**src/rtl/soc_pkg.sv**
```systemverilog
// soc_pkg: constants and types shared by the interrupt controller slice.
//   VEC_W               - width of a handler vector address (14)
//   HCU_STATE_INTERRUPT - hazard control unit state meaning "interrupt accepted"
//   irq_state_e         - controller FSM encoding (IDLE/REQUEST/SERVICE)
//   vec_addr()          - base + id * stride, truncated to VEC_W bits
package soc_pkg;

    localparam int unsigned VEC_W = 14;
    localparam logic [2:0] HCU_STATE_INTERRUPT = 3'h2;

    typedef enum logic [1:0] {
        StIdle    = 2'b00,
        StRequest = 2'b01,
        StService = 2'b10
    } irq_state_e;

    // Wrap-around past 14 bits is intentional; the upper bits are dropped.
    function automatic logic [VEC_W-1:0] vec_addr(input logic [VEC_W-1:0] base,
                                                   input logic [3:0] id,
                                                   input int unsigned stride);
        logic [31:0] full;
        full = 32'(base) + 32'(id) * stride;
        return full[VEC_W-1:0];
    endfunction

endpackage

```
**src/rtl/interrupt_controller_if.sv**
```systemverilog
// interrupt_controller_if: handshake between the interrupt controller and the
// hazard control unit.
//   interrupt                - request to the hazard unit
//   interrupt_vector_address - handler address, valid while interrupt = 1
//   control_state            - hazard unit state (3'h2 = interrupt accepted)
//   reti                     - one-cycle pulse when the handler return completes
// master = interrupt controller side, slave = hazard control unit side.
interface interrupt_controller_if;
    import soc_pkg::*;

    logic             interrupt;
    logic [VEC_W-1:0] interrupt_vector_address;
    logic [2:0]       control_state;
    logic             reti;

    modport master (
        output interrupt,
        output interrupt_vector_address,
        input  control_state,
        input  reti
    );

    modport slave (
        input  interrupt,
        input  interrupt_vector_address,
        output control_state,
        output reti
    );

endinterface

```
**src/rtl/irq_priority_encoder.sv**
```systemverilog
// irq_priority_encoder: combinational lowest-index-first priority encoder.
//   req   - request bits, NUM_IRQ wide
//   id    - index of the lowest set bit (0 when none set)
//   valid - at least one bit of req is set
module irq_priority_encoder #(
    parameter int unsigned NUM_IRQ = 8
) (
    input  logic [NUM_IRQ-1:0] req,
    output logic [3:0]         id,
    output logic               valid
);

    // Scan from the top down so the lowest set index is the last to write.
    always_comb begin
        id    = 4'd0;
        valid = 1'b0;
        for (int i = int'(NUM_IRQ) - 1; i >= 0; i--) begin
            if (req[i]) begin
                id    = 4'(i);
                valid = 1'b1;
            end
        end
    end

endmodule

```
**src/rtl/interrupt_controller.sv**
```systemverilog
// interrupt_controller: latches rising edges on external interrupt lines, masks
// and prioritises them, and presents one request at a time to the hazard
// control unit. Further requests are held until the handler returns (reti).
//   clock, nreset    - clock; synchronous active-low reset
//   irq_lines        - external requests, rising-edge sensitive
//   global_ie        - global interrupt enable (level)
//   mask_we/wdata    - mask write; 1 = source masked (reset: all masked)
//   hcu              - handshake with the hazard control unit (master side)
//   pending          - latched, not-yet-acknowledged edges
//   mask             - current mask register
//   in_service       - handler active
//   active_id        - source being requested or serviced
// Optional build macro IRQ_SYNC_EN: adds a two-flop synchronizer per line
// ahead of edge detection (request latency 4 cycles instead of 2).
module interrupt_controller
    import soc_pkg::*;
#(
    parameter int unsigned      NUM_IRQ    = 8,
    parameter logic [VEC_W-1:0] VEC_BASE   = 14'h0040,
    parameter int unsigned      VEC_STRIDE = 4
) (
    input  logic                   clock,
    input  logic                   nreset,
    input  logic [NUM_IRQ-1:0]     irq_lines,
    input  logic                   global_ie,
    input  logic                   mask_we,
    input  logic [NUM_IRQ-1:0]     mask_wdata,
    interrupt_controller_if.master hcu,
    output logic [NUM_IRQ-1:0]     pending,
    output logic [NUM_IRQ-1:0]     mask,
    output logic                   in_service,
    output logic [3:0]             active_id
);

    logic [NUM_IRQ-1:0] irq_in;
    logic [NUM_IRQ-1:0] irq_prev_q;
    logic [NUM_IRQ-1:0] pending_q, pending_d;
    logic [NUM_IRQ-1:0] mask_q;
    logic [NUM_IRQ-1:0] rise, clr;
    logic [3:0]         active_id_q, active_id_d;
    logic [VEC_W-1:0]   vec_q, vec_d;
    logic [3:0]         win_id;
    logic               win_valid;
    logic               ack;
    irq_state_e         state_q, state_d;

`ifdef IRQ_SYNC_EN
    logic [NUM_IRQ-1:0] sync1_q, sync2_q;

    always_ff @(posedge clock) begin
        if (!nreset) begin
            sync1_q <= '0;
            sync2_q <= '0;
        end else begin
            sync1_q <= irq_lines;
            sync2_q <= sync1_q;
        end
    end

    assign irq_in = sync2_q;
`else
    assign irq_in = irq_lines;
`endif

    assign rise = irq_in & ~irq_prev_q;
    assign ack  = (state_q == StRequest) && (hcu.control_state == HCU_STATE_INTERRUPT);

    always_comb begin
        clr = '0;
        if (ack) begin
            for (int unsigned i = 0; i < NUM_IRQ; i++) begin
                if (active_id_q == 4'(i)) clr[i] = 1'b1;
            end
        end
    end

    // A new edge in the acknowledge cycle survives the clear.
    assign pending_d = (pending_q & ~clr) | rise;

    irq_priority_encoder #(
        .NUM_IRQ (NUM_IRQ)
    ) u_prio (
        .req   (pending_q & ~mask_q),
        .id    (win_id),
        .valid (win_valid)
    );

    always_comb begin
        state_d     = state_q;
        active_id_d = active_id_q;
        vec_d       = vec_q;
        case (state_q)
            StIdle: begin
                if (global_ie && win_valid) begin
                    state_d     = StRequest;
                    active_id_d = win_id;
                    vec_d       = vec_addr(VEC_BASE, win_id, VEC_STRIDE);
                end
            end
            // Committed: mask writes and global_ie drops do not withdraw it.
            StRequest: if (ack) state_d = StService;
            StService: if (hcu.reti) state_d = StIdle;
            default:   state_d = StIdle;
        endcase
    end

    always_ff @(posedge clock) begin
        if (!nreset) begin
            state_q     <= StIdle;
            irq_prev_q  <= '0;
            pending_q   <= '0;
            mask_q      <= '1;
            active_id_q <= 4'd0;
            vec_q       <= '0;
        end else begin
            state_q     <= state_d;
            irq_prev_q  <= irq_in;
            pending_q   <= pending_d;
            active_id_q <= active_id_d;
            vec_q       <= vec_d;
            if (mask_we) mask_q <= mask_wdata;
        end
    end

    assign hcu.interrupt                = (state_q == StRequest);
    assign hcu.interrupt_vector_address = vec_q;
    assign pending                      = pending_q;
    assign mask                         = mask_q;
    assign in_service                   = (state_q == StService);
    assign active_id                    = active_id_q;

endmodule

```
**src/flat_wrapper.sv**
```systemverilog
// flat-port wrapper written by rule: the top's interface ports become plain ports
module interrupt_controller_flat import soc_pkg::*;
#(
    parameter int unsigned      NUM_IRQ    = 8,
    parameter logic [VEC_W-1:0] VEC_BASE   = 14'h0040,
    parameter int unsigned      VEC_STRIDE = 4
)
  (clock, nreset, irq_lines, global_ie, mask_we, mask_wdata, pending, mask, in_service, active_id, hcu_interrupt, hcu_interrupt_vector_address, hcu_control_state, hcu_reti);
  interrupt_controller_if hcu_i ();
  input  logic clock;
  input  logic nreset;
  input  logic [NUM_IRQ-1:0] irq_lines;
  input  logic global_ie;
  input  logic mask_we;
  input  logic [NUM_IRQ-1:0] mask_wdata;
  output logic [NUM_IRQ-1:0] pending;
  output logic [NUM_IRQ-1:0] mask;
  output logic in_service;
  output logic [3:0] active_id;
  output wire logic [$bits(hcu_i.interrupt)-1:0] hcu_interrupt;
  output wire logic [$bits(hcu_i.interrupt_vector_address)-1:0] hcu_interrupt_vector_address;
  input wire logic [$bits(hcu_i.control_state)-1:0] hcu_control_state;
  input wire logic [$bits(hcu_i.reti)-1:0] hcu_reti;
  assign hcu_interrupt = hcu_i.interrupt;
  assign hcu_interrupt_vector_address = hcu_i.interrupt_vector_address;
  assign hcu_i.control_state = hcu_control_state;
  assign hcu_i.reti = hcu_reti;
  interrupt_controller #(.NUM_IRQ(NUM_IRQ), .VEC_BASE(VEC_BASE), .VEC_STRIDE(VEC_STRIDE)) u_core (.clock(clock), .nreset(nreset), .irq_lines(irq_lines), .global_ie(global_ie), .mask_we(mask_we), .mask_wdata(mask_wdata), .hcu(hcu_i), .pending(pending), .mask(mask), .in_service(in_service), .active_id(active_id));
endmodule
```
**config.mk**
```make
export PLATFORM = sky130hd
export DESIGN_NAME = interrupt_controller_flat
export DESIGN_NICKNAME = d
export VERILOG_FILES = /design/src/rtl/soc_pkg.sv /design/src/rtl/interrupt_controller_if.sv /design/src/rtl/irq_priority_encoder.sv /design/src/rtl/interrupt_controller.sv /design/src/flat_wrapper.sv
export SDC_FILE = /design/constraint.sdc
export NUM_CORES = 1
export LEC_CHECK = 0
export BUFFER_PORTS_ARGS = -buffer_cell sky130_fd_sc_hd__buf_2
export CORE_MARGIN = 2
export CORE_UTILIZATION = 26
export CTS_BUF_LIST = sky130_fd_sc_hd__clkbuf_8
export CTS_CLUSTER_SIZE = 25
export DETAILED_ROUTE_END_ITERATION = 10
export PLACE_DENSITY = 0.45
export SETUP_SLACK_MARGIN = 0.2
export SLEW_MARGIN = 20
export SYNTH_ARGS = -nofsm -noshare
export SYNTH_HDL_FRONTEND = slang
export SYNTH_HIERARCHICAL = 1
export SYNTH_SLANG_ARGS = --single-unit
export TNS_END_PERCENT = 30
```
**constraint.sdc**
```tcl
create_clock -name clock -period 2 [get_ports clock]
set_clock_uncertainty 0.1 [all_clocks]
set_input_delay 0.2 -clock clock [delete_from_list [all_inputs] [get_ports clock]]
set_output_delay 0.2 -clock clock [all_outputs]
set_load 0.01 [all_outputs]
```
### Word level (Yosys, flattened, before mapping)

Cells that the tools add are included.

* register bits after elaboration: 44
* output and inout bits: 36

* equal/unequal tests: 13
* reductions and logical operators: 6
* $add $sub $neg: 1
* mux-type cells: 29
* bitwise logic cells: 7

Operators with widths (number)
* $mux W4: 7
* $and A8 B8 Y8: 3
* $not A8 Y8: 3
* $eq A4 B3 Y1 const B: 4
* $mux W1: 16
* $add A7 B6 Y8 const A: 1
* $eq A4 B2 Y1 const B: 2
* $mux W8: 1
* $or A8 B8 Y8: 1
* $mux W2: 3
* $ne A2 B1 Y1 const B: 3
* $pmux W2 S3: 1
* $eq A4 B1 Y1 const B: 1
* $logic_not A4 Y1: 1
* $eq A3 B2 Y1 const B: 1
* $mux W3: 1
* $reduce_and A3 Y1: 1
* $eq A2 B1 Y1 const B: 1
* $eq A2 B2 Y1 const B: 1
* $logic_and A1 B1 Y1: 2
* $logic_not A2 Y1: 1
* $reduce_and A2 Y1: 1

### Longest topological paths before layout

* depth after elaboration: 13
* depth in mapped cells: 8

### By module

Netlist, hierarchy kept.

Modules (own cells, without submodules)
* interrupt_controller: cells an instance 141, times used 1, area each 1336.3 sq um
* irq_priority_encoder: cells an instance 15, times used 1, area each 91.3 sq um

### Worst setup path before layout

Ideal clock, no wire load.

* path kind: register to register
* start: reg u_core.pending_q[2], in the netlist u_core/pending[2]
* end: reg u_core.active_id_q[0], in the netlist u_core/active_id[0]
* arrival: 1.461 ns
* data required time: 1.784 ns
* setup time: 0.116 ns
* buffers on the path: 1
* path slack: 0.323 ns
* cell stages (with the launch flop): 8
* period minus slack after synthesis: 1.677 ns
* path through: dfxtp_1 -> nor2b_1 -> nor4_2 -> nand2_1 -> nor4bb_1 -> buf_2 -> mux2i_1 -> nor2b_1

* cells in the longest elaborated chain, start to end: 6
* elaborated cells on any way between the ends: 9

Ends and longest elaborated chain
* start: declaration: RTL line interrupt_controller.sv:37 `logic [NUM_IRQ-1:0] pending_q, pending_d;`
* start signal: assignment: RTL line interrupt_controller.sv:118 `pending_q <= pending_d;`
* $and A8 B8 Y8: RTL line interrupt_controller.sv:83 `.req (pending_q & ~mask_q),`
* $mux W1 (3 in a row): RTL line irq_priority_encoder.sv:18 `if (req[i]) begin`
* net u_core.win_valid: RTL line interrupt_controller.sv:43 `logic win_valid;`
* $logic_and A1 B1 Y1: RTL line interrupt_controller.sv:94 `if (global_ie && win_valid) begin`
* $reduce_and A2 Y1 (no source line)
* end signal: assignment: RTL line interrupt_controller.sv:119 `active_id_q <= active_id_d;`
* end: declaration: RTL line interrupt_controller.sv:40 `logic [3:0] active_id_q, active_id_d;`

The timed path passes the listed nets, and every way through them passes these cells.
A chain may end at the register's enable or synchronous reset.

### Final worst setup path

* start: reg u_core.pending_q[4], in the netlist u_core/pending[4]
* end: reg u_core.active_id_q[1], in the netlist u_core/active_id[1]

* cells in the longest elaborated chain, start to end: 8
* elaborated cells on any way between the ends: 13

Ends and longest elaborated chain (RTL line)
* $and A8 B8 Y8: interrupt_controller.sv:83
* $mux W1 (5 in a row): irq_priority_encoder.sv:18
* net u_core.win_valid: interrupt_controller.sv:43
* $logic_and A1 B1 Y1: interrupt_controller.sv:94
* $reduce_and A2 Y1 (no source line)

The timed path passes the listed nets, and every way through them passes these cells.

==> results.yml <==
power:
  p_clk_share_pct: 30.8
  power_density_mw_per_mm2: 821
  p_comb_share_pct: 20.0
  sw_frac_of_total_pct: 28.5
  switchingPower_uw: 424
  leakagePower_uw: 0.000831
  vdd_ir_drop_max_v: 0.000408
  seqPwrFrac_pct: 49.1
  p_int_uw: 1060
  power_uw: 1480
worst_setup_path:
  slowest_delay_ns: 0.35
  path_buf_inv: 1
  crit_path_cell_trace: "nor2b_4 > nor4_2 > nand2_1 > nor4bb_1 > buf_4 > mux2i_1 > nor2b_1"
  cp-start-kind: "flop"
  r2r_cells: 7
  path_class: "flop to flop"
  rr_endpoint: "u_core/active_id[1]"
  crit_arrival_ns: 1.73
  cp-end-kind: "flop"
  cp_data_required_time_ns: 2.07
  path_max_fanout: 5
  cpLargestDelayFamily: "simple AND/OR/NAND/NOR gates"
  r2r-start: "u_core/pending[4]"
  rrSetupSlack_ns: 0.34
  slowest_stage: "dfxtp_1"
clock_tree:
  cts_made_buffers: 5
  cts_root_buf: "clkbuf_8"
  clock_latency_ns: 0.28
  clock_path_buffers: 2
  clock_sink_count: 31
  hold_buffers: 0
  htree_levels: 2
  cts_tree: "done"
  clkTransAtPathRegs_ns: 0.07
yosys:
  postSynthCellCount: 156
  yosys_warnings: 6
  synth_top_area_share_pct: 43.5
  synth_area_mm2: 0.00143
  avgSynthCellArea_um2: 9.15
  ys_seq_area_share_pct: 43.5
  synth_cell_types: 34
  synth-seq-cells: 31
  synth_area_leaders: "dfxtp_1 (43%), mux2i_1 (8.4%), buf_4 (7.4%)"
  yosys.area.top_type: "dfxtp_1"
grt:
  grt_overflow_total: 0
  grt_pass1_wl_um: 5410
  grt_max_degree: 24
  grt_pass1_vias: 1134
  grt_use_total_pct: 11.3
  antenna_found_initial: 0
worst_hold_path:
  min_path_type: "input pin to flop"
  timing.hold.worst_path_depth: 3
  hold-path-endpoint: "u_core/mask[4]"
  holdCritStartpoint: "mask_wdata[4]"
sta:
  hold-worst-slack_ns: 0.0324
  period_share_pct: 83.2
  setup_ws_ns: 0.336
  tightestPinTransition_ns: 0.526
  relSlewSlack_pct: 64.7
  fin_crit_ns: 1.66
  final_max_slew_viol_count: 0
  finalHoldViolations: 0
  finalSetupViolCount: 0
  fin_tns_setup_ns: 0
  fmax_mhz: 601
  rsz0062_at_grt: "no"
place:
  hpwl_um: 2490
  gp_congestion: 0.733
  pre_cts_slack_ns: 0.228
  portBuffers: 50
  dpl.cell_count: 266
drt:
  postRouteAntennaNets: 0
  drtIter0Drc: 27
  wl_per_cell_um: 12.0
  dr.pass1.iters: 4
  vias_per_cell: 4.31
  dr_total_vias: 1185
  drcViolationCount: 0
  wirelength_um: 3300
die:
  die_h_um: 78.1
  initial_core_util_pct: 27.4
  core_mm2: 0.00520
  die_area_mm2: 0.00610
  pin_count: 60
  rows: 26
  die_x_um: 78.1
layout:
  drive_above_1_share_pct: 36.1
  fin_nets: 228
  layout_commonest_cell: "buf_2"
  antennaDiodeCount: 0
  instances_no_fill: 275
  area_delta_synth_final_pct: 26.6
  final_cell_mix: "buf_2 (50), dfxtp_1 (31), nand2_1 (18)"
run:
  cap_violations: 0
run_status:
  status: "complete, no violations"
==> metal layers <==
layer / vias to the layer above / GRT usage [%] / share of wire [%]
li1: 596 / - / -
met2: 44 / 16.3 / 41
met3: 5 / 3.79 / 7.9
met4: 0 / 4.21 / 1.2
met5: - / 0 / 0
met1: 540 / 15.7 / 50
==> synth_stat cells (all sizes together) <==
| cell | count |
|---|---|
| o211ai | 1 |
| nand3 | 1 |
| conb | 2 |
| nor4 | 2 |
| inv | 9 |
| or3b | 3 |
| nor2 | 3 |
| and2 | 7 |
| and3b | 1 |
| dfxtp | 31 |
| nor3 | 1 |
| nor2b | 16 |
| buf | 18 |
| nand2b | 1 |
| nor3b | 3 |
| nand2 | 18 |
| o21ai | 7 |
| nand3b | 1 |
| o21a | 2 |
| o21bai | 1 |
| clkbuf | 2 |
| a211oi | 1 |
| nor4bb | 1 |
| o41ai | 2 |
| or3 | 1 |
| mux2i | 12 |
| o22ai | 1 |
| a21oi | 2 |
| a32oi | 6 |
==> kinds of logic (layout without fill, tap and decap cells) <==
logic type / Yosys count / after routing / synth area share, %
and+or+nand+nor: 59 / 59 / 24.3
other: 2 / 10 / 0.526
muxes: 12 / 12 / 8.41
AOI/OAI and AO/OA: 23 / 23 / 11.7
DFF: 31 / 31 / 43.5
buffers and inverters: 29 / 70 / 11.7
==> sequential cells by signal (all words and copies together) (netlist names) <==
name	cells
u_core/pending	8
u_core/active_id	3
u_core/hcu.interrupt_vector_address	2
u_core/mask	8
u_core/irq_prev_q	8
u_core/state_q	2
==> worst max-delay path by stage <==
stage | depth (start not counted) | end | startpoint
after floorplan | 7 | u_core/active_id[0] | u_core/pending[2]
after global placement | 7 | u_core/hcu.interrupt_vector_address[5] | u_core/pending[2]
after detailed placement | 7 | u_core/hcu.interrupt_vector_address[5] | u_core/pending[2]
after CTS | 7 | u_core/active_id[0] | u_core/pending[2]
after global routing | 7 | u_core/hcu.interrupt_vector_address[5] | u_core/pending[5]
final | 7 | u_core/active_id[1] | u_core/pending[4]
==> power by group through the flow <==
stage                     Combinational [µW]  Clock [µW]  Sequential [µW]
after floorplan                          182           0              748
after global placement                   286           0              740
after detailed placement                 283           0              740
after CTS                                285         473              727
after global routing                     331         507              739
final                                    297         457              729
==> layout make-up <==
class / instances / area [µm²]
clock buffers: 5 / 68.8
clock inverters: 3 / 12.5
well taps: 70 / 87.6
inverters: 9 / 33.8
fillers: 564 / 3400
multi-input cells: 104 / 712
repair buffers: 53 / 273
flip-flops and latches: 31 / 621
==> timing repair <==
action	4_1_cts	5_1_grt
gates resized for setup	0	12
setup endpoints to repair	0	5
setup buffers	0	1
==> worst min-delay path: cells and delay by family <==
kind                   cells  cell delay, ns
buffers and inverters      1            0.07
AND/OR/NAND/NOR            1            0.05
multiplexers               1            0.05
==> per-stage QoR <==
stage          utilization [%]  cell area [µm²]
5_1_grt                   34.7             1810
4_1_cts                   33.8             1760
2_1_floorplan                -             1460
6_report                  34.7             1810
3_3_place_gp              32.2             1680
3_5_place_dp              32.2             1680
Note: power is estimated with default switching activity, not from simulation.
